## src/rtl/pipeline_hazard_controller.sv

```systemverilog
// Hazard/flow controller for the five-stage RISC-V pipeline: load enables, NOP/flush
// steering, operand forwarding, RAM-wait freeze with watchdog, and a stall/flush counter.
module pipeline_hazard_controller #(
  parameter int MAX_WAIT = 15,
  parameter int CNT_W    = 16
) (
  input  logic             clk,
  input  logic             Reset,
  input  logic [4:0]       ID_rs1,
  input  logic [4:0]       ID_rs2,
  input  logic             ID_uses_rs1,
  input  logic             ID_uses_rs2,
  input  logic [4:0]       EX_rd,
  input  logic             EX_RF_enable,
  input  logic             EX_load_Instr,
  input  logic [4:0]       MEM_rd,
  input  logic             MEM_RF_enable,
  input  logic [4:0]       WB_rd,
  input  logic             WB_RF_enable,
  input  logic             EX_take_branch,
  input  logic             MEM_RAM_Enable,
  input  logic             mem_ready,
  output logic             PC_LE,
  output logic             IFID_LE,
  output logic             pipe_LE,
  output logic             nop_sel,
  output logic             IFID_flush,
  output logic             pc_sel,
  output logic [1:0]       fwdA,
  output logic [1:0]       fwdB,
  output logic             mem_timeout,
  output logic [CNT_W-1:0] stall_cnt
);

  typedef enum logic [1:0] {
    ST_RUN      = 2'd0,
    ST_MEM_WAIT = 2'd1,
    ST_TIMEOUT  = 2'd2
  } state_t;

  localparam logic [7:0] MAX_WAIT_C = 8'(MAX_WAIT);

  state_t           state_reg, state_next;
  logic [7:0]       wait_cnt_reg, wait_cnt_next;
  logic [CNT_W-1:0] stall_cnt_reg;

  logic [3:0]       fwd_all;   // {rs2 select, rs1 select}
  logic [1:0]       lu_op;     // per-operand load-use match
  logic             wait_req;
  logic             lu;
  logic             stall_event;

  // One identical forwarding/hazard slice per ID source operand.
  genvar gi;
  generate
    for (gi = 0; gi < 2; gi++) begin : g_op
      logic [4:0] rs;
      logic       reads;
      logic [1:0] sel;

      assign rs    = (gi == 0) ? ID_rs1 : ID_rs2;
      assign reads = (gi == 0) ? ID_uses_rs1 : ID_uses_rs2;

      // A load in EX has no data yet, so it is skipped here and handled as load-use.
      always_comb begin
        sel = 2'b00;
        if (reads && rs != 5'd0) begin
          if (EX_RF_enable && !EX_load_Instr && EX_rd == rs)
            sel = 2'b01;
          else if (MEM_RF_enable && MEM_rd == rs)
            sel = 2'b10;
          else if (WB_RF_enable && WB_rd == rs)
            sel = 2'b11;
        end
      end

      assign lu_op[gi]            = reads && (rs != 5'd0) && EX_load_Instr &&
                                    EX_RF_enable && (EX_rd == rs);
      assign fwd_all[gi*2 +: 2]   = sel;
    end
  endgenerate

  assign wait_req = MEM_RAM_Enable & ~mem_ready;
  assign lu       = |lu_op;

  always_comb begin
    state_next    = state_reg;
    wait_cnt_next = wait_cnt_reg;
    PC_LE         = 1'b1;
    IFID_LE       = 1'b1;
    pipe_LE       = 1'b1;
    nop_sel       = 1'b0;
    IFID_flush    = 1'b0;
    pc_sel        = 1'b0;

    case (state_reg)
      ST_RUN: begin
        if (wait_req) begin
          PC_LE         = 1'b0;
          IFID_LE       = 1'b0;
          pipe_LE       = 1'b0;
          wait_cnt_next = 8'd1;
          state_next    = (MAX_WAIT_C <= 8'd1) ? ST_TIMEOUT : ST_MEM_WAIT;
        end else if (EX_take_branch) begin
          pc_sel     = 1'b1;
          IFID_flush = 1'b1;
          nop_sel    = 1'b1;
        end else if (lu) begin
          // Single bubble: next cycle the load sits in MEM and forwards from there.
          PC_LE   = 1'b0;
          IFID_LE = 1'b0;
          nop_sel = 1'b1;
        end
      end

      ST_MEM_WAIT: begin
        PC_LE   = 1'b0;
        IFID_LE = 1'b0;
        pipe_LE = 1'b0;
        if (mem_ready) begin
          state_next    = ST_RUN;
          wait_cnt_next = 8'd0;
        end else begin
          wait_cnt_next = wait_cnt_reg + 8'd1;
          if (wait_cnt_next >= MAX_WAIT_C)
            state_next = ST_TIMEOUT;
        end
      end

      ST_TIMEOUT: begin
        PC_LE   = 1'b0;
        IFID_LE = 1'b0;
        pipe_LE = 1'b0;
        nop_sel = 1'b1;
      end

      default: begin
        state_next = ST_RUN;
        PC_LE      = 1'b0;
        IFID_LE    = 1'b0;
        pipe_LE    = 1'b0;
        nop_sel    = 1'b1;
      end
    endcase

    // Reset overrides outputs immediately, not just at the next edge.
    if (Reset) begin
      PC_LE      = 1'b0;
      IFID_LE    = 1'b0;
      pipe_LE    = 1'b0;
      nop_sel    = 1'b1;
      IFID_flush = 1'b0;
      pc_sel     = 1'b0;
    end
  end

  assign fwdA        = Reset ? 2'b00 : fwd_all[1:0];
  assign fwdB        = Reset ? 2'b00 : fwd_all[3:2];
  assign mem_timeout = (state_reg == ST_TIMEOUT) & ~Reset;
  assign stall_cnt   = stall_cnt_reg;
  assign stall_event = ~PC_LE | IFID_flush | nop_sel;

  always_ff @(posedge clk or posedge Reset) begin
    if (Reset) begin
      state_reg     <= ST_RUN;
      wait_cnt_reg  <= 8'd0;
      stall_cnt_reg <= '0;
    end else begin
      state_reg    <= state_next;
      wait_cnt_reg <= wait_cnt_next;
      if (stall_event && stall_cnt_reg != {CNT_W{1'b1}})
        stall_cnt_reg <= stall_cnt_reg + 1'b1;
    end
  end

endmodule

```

## config.mk

```make
export PLATFORM = sky130hd
export DESIGN_NAME = pipeline_hazard_controller
export DESIGN_NICKNAME = d
export VERILOG_FILES = /design/src/rtl/pipeline_hazard_controller.sv
export SDC_FILE = /design/constraint.sdc
export NUM_CORES = 1
export LEC_CHECK = 0
export CORE_ASPECT_RATIO = 2
export CORE_MARGIN = 3
export CORE_UTILIZATION = 40
export DETAILED_ROUTE_END_ITERATION = 8
export HOLD_SLACK_MARGIN = 0.06
export PLACE_DENSITY = 0.84
export SETUP_SLACK_MARGIN = 0.2
export SYNTH_ARGS = -nofsm -noshare
export SYNTH_HDL_FRONTEND = slang
export SYNTH_SLANG_ARGS = --single-unit
```

## constraint.sdc

```tcl
create_clock -name clk -period 1.9 [get_ports clk]
set_clock_uncertainty 0.2 [all_clocks]
set_input_delay 0.285 -clock clk [delete_from_list [all_inputs] [get_ports clk]]
set_output_delay 0.285 -clock clk [all_outputs]
set_load 0.03 [all_outputs]
```

==> summary.txt, run 1 <==
Run status
  • Status: complete, but fails checks
  • Failing checks: setup timing

Place
  • Placed wire-length estimate: 5400 um
  • GPL Wtd Cong: 0.878
  • Placed Area: 3330 um^2
  • Placed cell count: 388
  • IO buf count: 62

Clocking
  • Clock sink total: 26
  • CTS hold repair buffers: 0
  • CTS max path bufs: 2
  • TritonCTS buffer count: 3
  • CTS Root Buffer Type: clkbuf_8
  • CTS tree: done
  • H-tree depth: 1
  • Clock-pin slew on the worst setup and hold paths: 0.09 ns
  • Clock Latency Late Sink: 0.27 ns

Layout
  • Fin cells: 423
  • # diodes: 0
  • Design Area, Final: 4000 um^2
  • FILL cells: 213
  • Register area: 664 um^2
  • Area grow syn2layout: 100%
  • Max reg flops: 16
  • Fin nets: 408
  • Area of the multi-input gates: 1810 um^2
  • Layout cells sized above 1: 57.6%

Yosys
  • YS warnings: 0
  • Syn nets: 257
  • Post-synth cell types: 48
  • Post-synth EDFFs: 0
  • Top_reg_cell synth: dfrtp_1
  • Mapped Area: 2000 um^2
  • Post-Synth XOR/XNOR Area: 20.2%
  • Area leader, netlist: dfrtp_1
  • Yosys reg bits: 26
  • Mux contribution to synthesized area: 0.564%
  • Avg Cell Area, Syn: 9.15 um^2
  • Post-Synth Adder-Cell Area: 1.88%
  • Post-synthesis compound-gate area fraction: 12.5%
  • Main combinational cell family by area after synthesis: simple AND/OR/NAND/NOR gates
  • Synth top area share: 32.6%
  • Syn Inst Count: 218
  • Top post-synthesis cells by area: dfrtp_1, xor2_1, nand3_1
  • Post-synthesis sequential area ratio: 32.6%
  • Synth async-reset ratio: 100%
  • Simple-Gate Fraction of Synth Area: 29.2%

Timing
  • Final period util: 119%
  • RSZ-0062 raised after global routing: true
  • Max Slew Vio Count: 0
  • Setup violators final: 26
  • Worst-margin pin slew: 0.345 ns
  • Hold slack: 0.256 ns
  • Count of final hold-check violations: 0
  • Final Critical Period: 2.27 ns
  • Slew Limit Headroom: 77.1%
  • Worst Slack Setup Final: -0.370 ns
  • F_max: 0.441 GHz

Flow run
  • Max-Cap Viols: 0

Global routing
  • Initial antenna violation count: 0
  • Total track usage: 27.7%
  • First-pass GRT wire length: 12700 um
  • Largest net degree at the start of global routing: 27
  • Vias in the first global route: 2606
  • GRT Residual Overflow: 0

Floorplanning
  • Die ar.: 5920 um^2
  • Rows: 35
  • Starting Density: 42.2%
  • Die Ht: 106 um
  • # IOs: 63
  • Core region area: 4730 um^2
  • Die width: 55.9 um

Setup path
  • RR Startpoint: stall_cnt[0]$_DFFE_PP0P_
  • Worst Path Arrival: 1.78 ns
  • Crit Path Category: input pin to output port
  • Worst setup EP type: output port
  • Worst R2R Path Depth: 6
  • Critical path origin: MEM_rd[4]
  • CP Launch Type: input pin
  • Worst Path Max Fanout: 2
  • Required @ worst endpoint: 1.41 ns

Detailed routing
  • Vias: 2587
  • Routed WL per cell: 23.2 um
  • Drc violations: 0
  • 1st-iter DRT viols: 165
  • Drt first pass iters: 4
  • Post-DR vias/cell: 6.12
  • WL final: 9810 um
  • Final ANT Viol Nets: 0

Power and ir drop
  • Leakage power: 0.00173 uW
  • Overall power: 2410 uW
  • Power Density: 604 nW/um^2
  • VDD IR-drop max: 0.648 mV

Worst hold path
  • Worst hold stages: 3
  • Worst hold path type: input pin to register
  • Worst Hold Launch: MEM_RAM_Enable
## cell families after synthesis
kind of cell | after synthesis
AND/OR/NAND/NOR | 94
XOR/XNOR | 46
AO/OA/AOI/OAI | 36
flip-flops | 26
buffers and inverters | 12
adder cells (fa/ha/maj) | 3
multiplexers | 1
## repair_timing
action | 4_1_cts | 5_1_grt
gates cloned | 0 | 0
gates resized for setup | 172 | 59
buffers inserted | 15 | 16
setup endpoints to repair | 46 | 37
pin swaps | 46 | 38
## stage by stage
step | setup WS (ns) | utilization [%] | setup TNS (ns)
floorplan | -0.345 | - | -2.28
global placement | -1.09 | 70.3 | -15.78
detailed placement | -1.15 | 70.3 | -17.17
CTS | -0.311 | 78.5 | -3.06
global route | -0.451 | 84.5 | -6.45
finish | -0.370 | 84.5 | -4.65
## path summary, 6_finish.rpt
| path | to | slack, ns |
|---|---|---|
| min in group asynchronous | stall_cnt[14]$_DFFE_PP0P_ | 0.41 |
| hold / removal | wait_cnt_reg[0]$_DFFE_PP0P_ | 0.26 |
| max in group asynchronous | wait_cnt_reg[1]$_DFFE_PP0P_ | 0.92 |
| setup / recovery | fwdA[1] | -0.37 |
| setup reg to reg | stall_cnt[9]$_DFFE_PP0P_ | -0.16 |
| hold reg to reg | stall_cnt[4]$_DFFE_PP0P_ | 0.36 |
## where the power goes
group	leakage, uW	internal [uW]	switching [uW]
clock network	0.0000228	150	177
logic	0.00140	583	726
registers	0.000302	691	87.1
## cells in the mapped netlist (6+ instances only)
library cell,instances
and3_1,6
dfrtp_1,26
inv_1,6
nand2_1,9
nand3_1,19
nor2_1,12
nor3_1,10
nor4_1,8
o21ai_0,14
xnor2_1,10
xor2_1,36
## worst max-delay path, stage by stage
cell and delay (ns):
clkdlybuf4s15_1 0.24, xor2_1 0.19, nor4_2 0.29, nand3_1 0.19, nor2b_4 0.18, nor4_4 0.23, buf_6 0.18
## metal layers
| layer | GRT usage (%) | vias to the layer above | wire (um) |
|---|---|---|---|
| met2 | 55.8 | 187 | 5420 |
| met3 | 2.92 | 58 | 578 |
| met5 | 0 | - | 0 |
| li1 | - | 1090 | - |
| met4 | 16.0 | 0 | 795 |
| met1 | 25.3 | 1252 | 3020 |
## area by class of cell
type	count	area share, %
Clock buffer	4	1.13
Inverter	6	0.564
Multi-Input combinational cell	180	45.3
Sequential cell	26	16.6
Tap cell	55	1.72
Timing Repair Buffer	152	34.7
## cells in the final DEF (no fill, tap or decap), types with 3 or more instances in the layout
cell             instances
clkdlybuf4s50_1          6
and3_4                   3
nor2_4                   5
xor2_1                  31
buf_4                   69
inv_1                    6
nand2_1                  8
clkbuf_2                 6
nor3_2                   3
nor3_4                   7
nand3_1                 15
xor2_2                   5
o21ai_0                  6
nor4_4                   8
buf_12                   3
xnor2_1                  6
nand4_1                  4
nor2b_4                  3
buf_6                   35
dlygate4sd2_1           17
nor2_1                   5
clkbuf_8                 3
dfrtp_1                 15
nor4_2                   3
clkdlybuf4s15_1          5
buf_8                    5
dfrtp_2                 11
buf_2                    3
xnor2_2                  4
o21ai_1                  7
Power figures use the tool's default switching activity.
==> run 2: changes to the inputs <==
Settings changed: SLEW_MARGIN from default to 10.
==> results of run 2 <==
Final layout, timing and power as in run 1 (identical DEF).
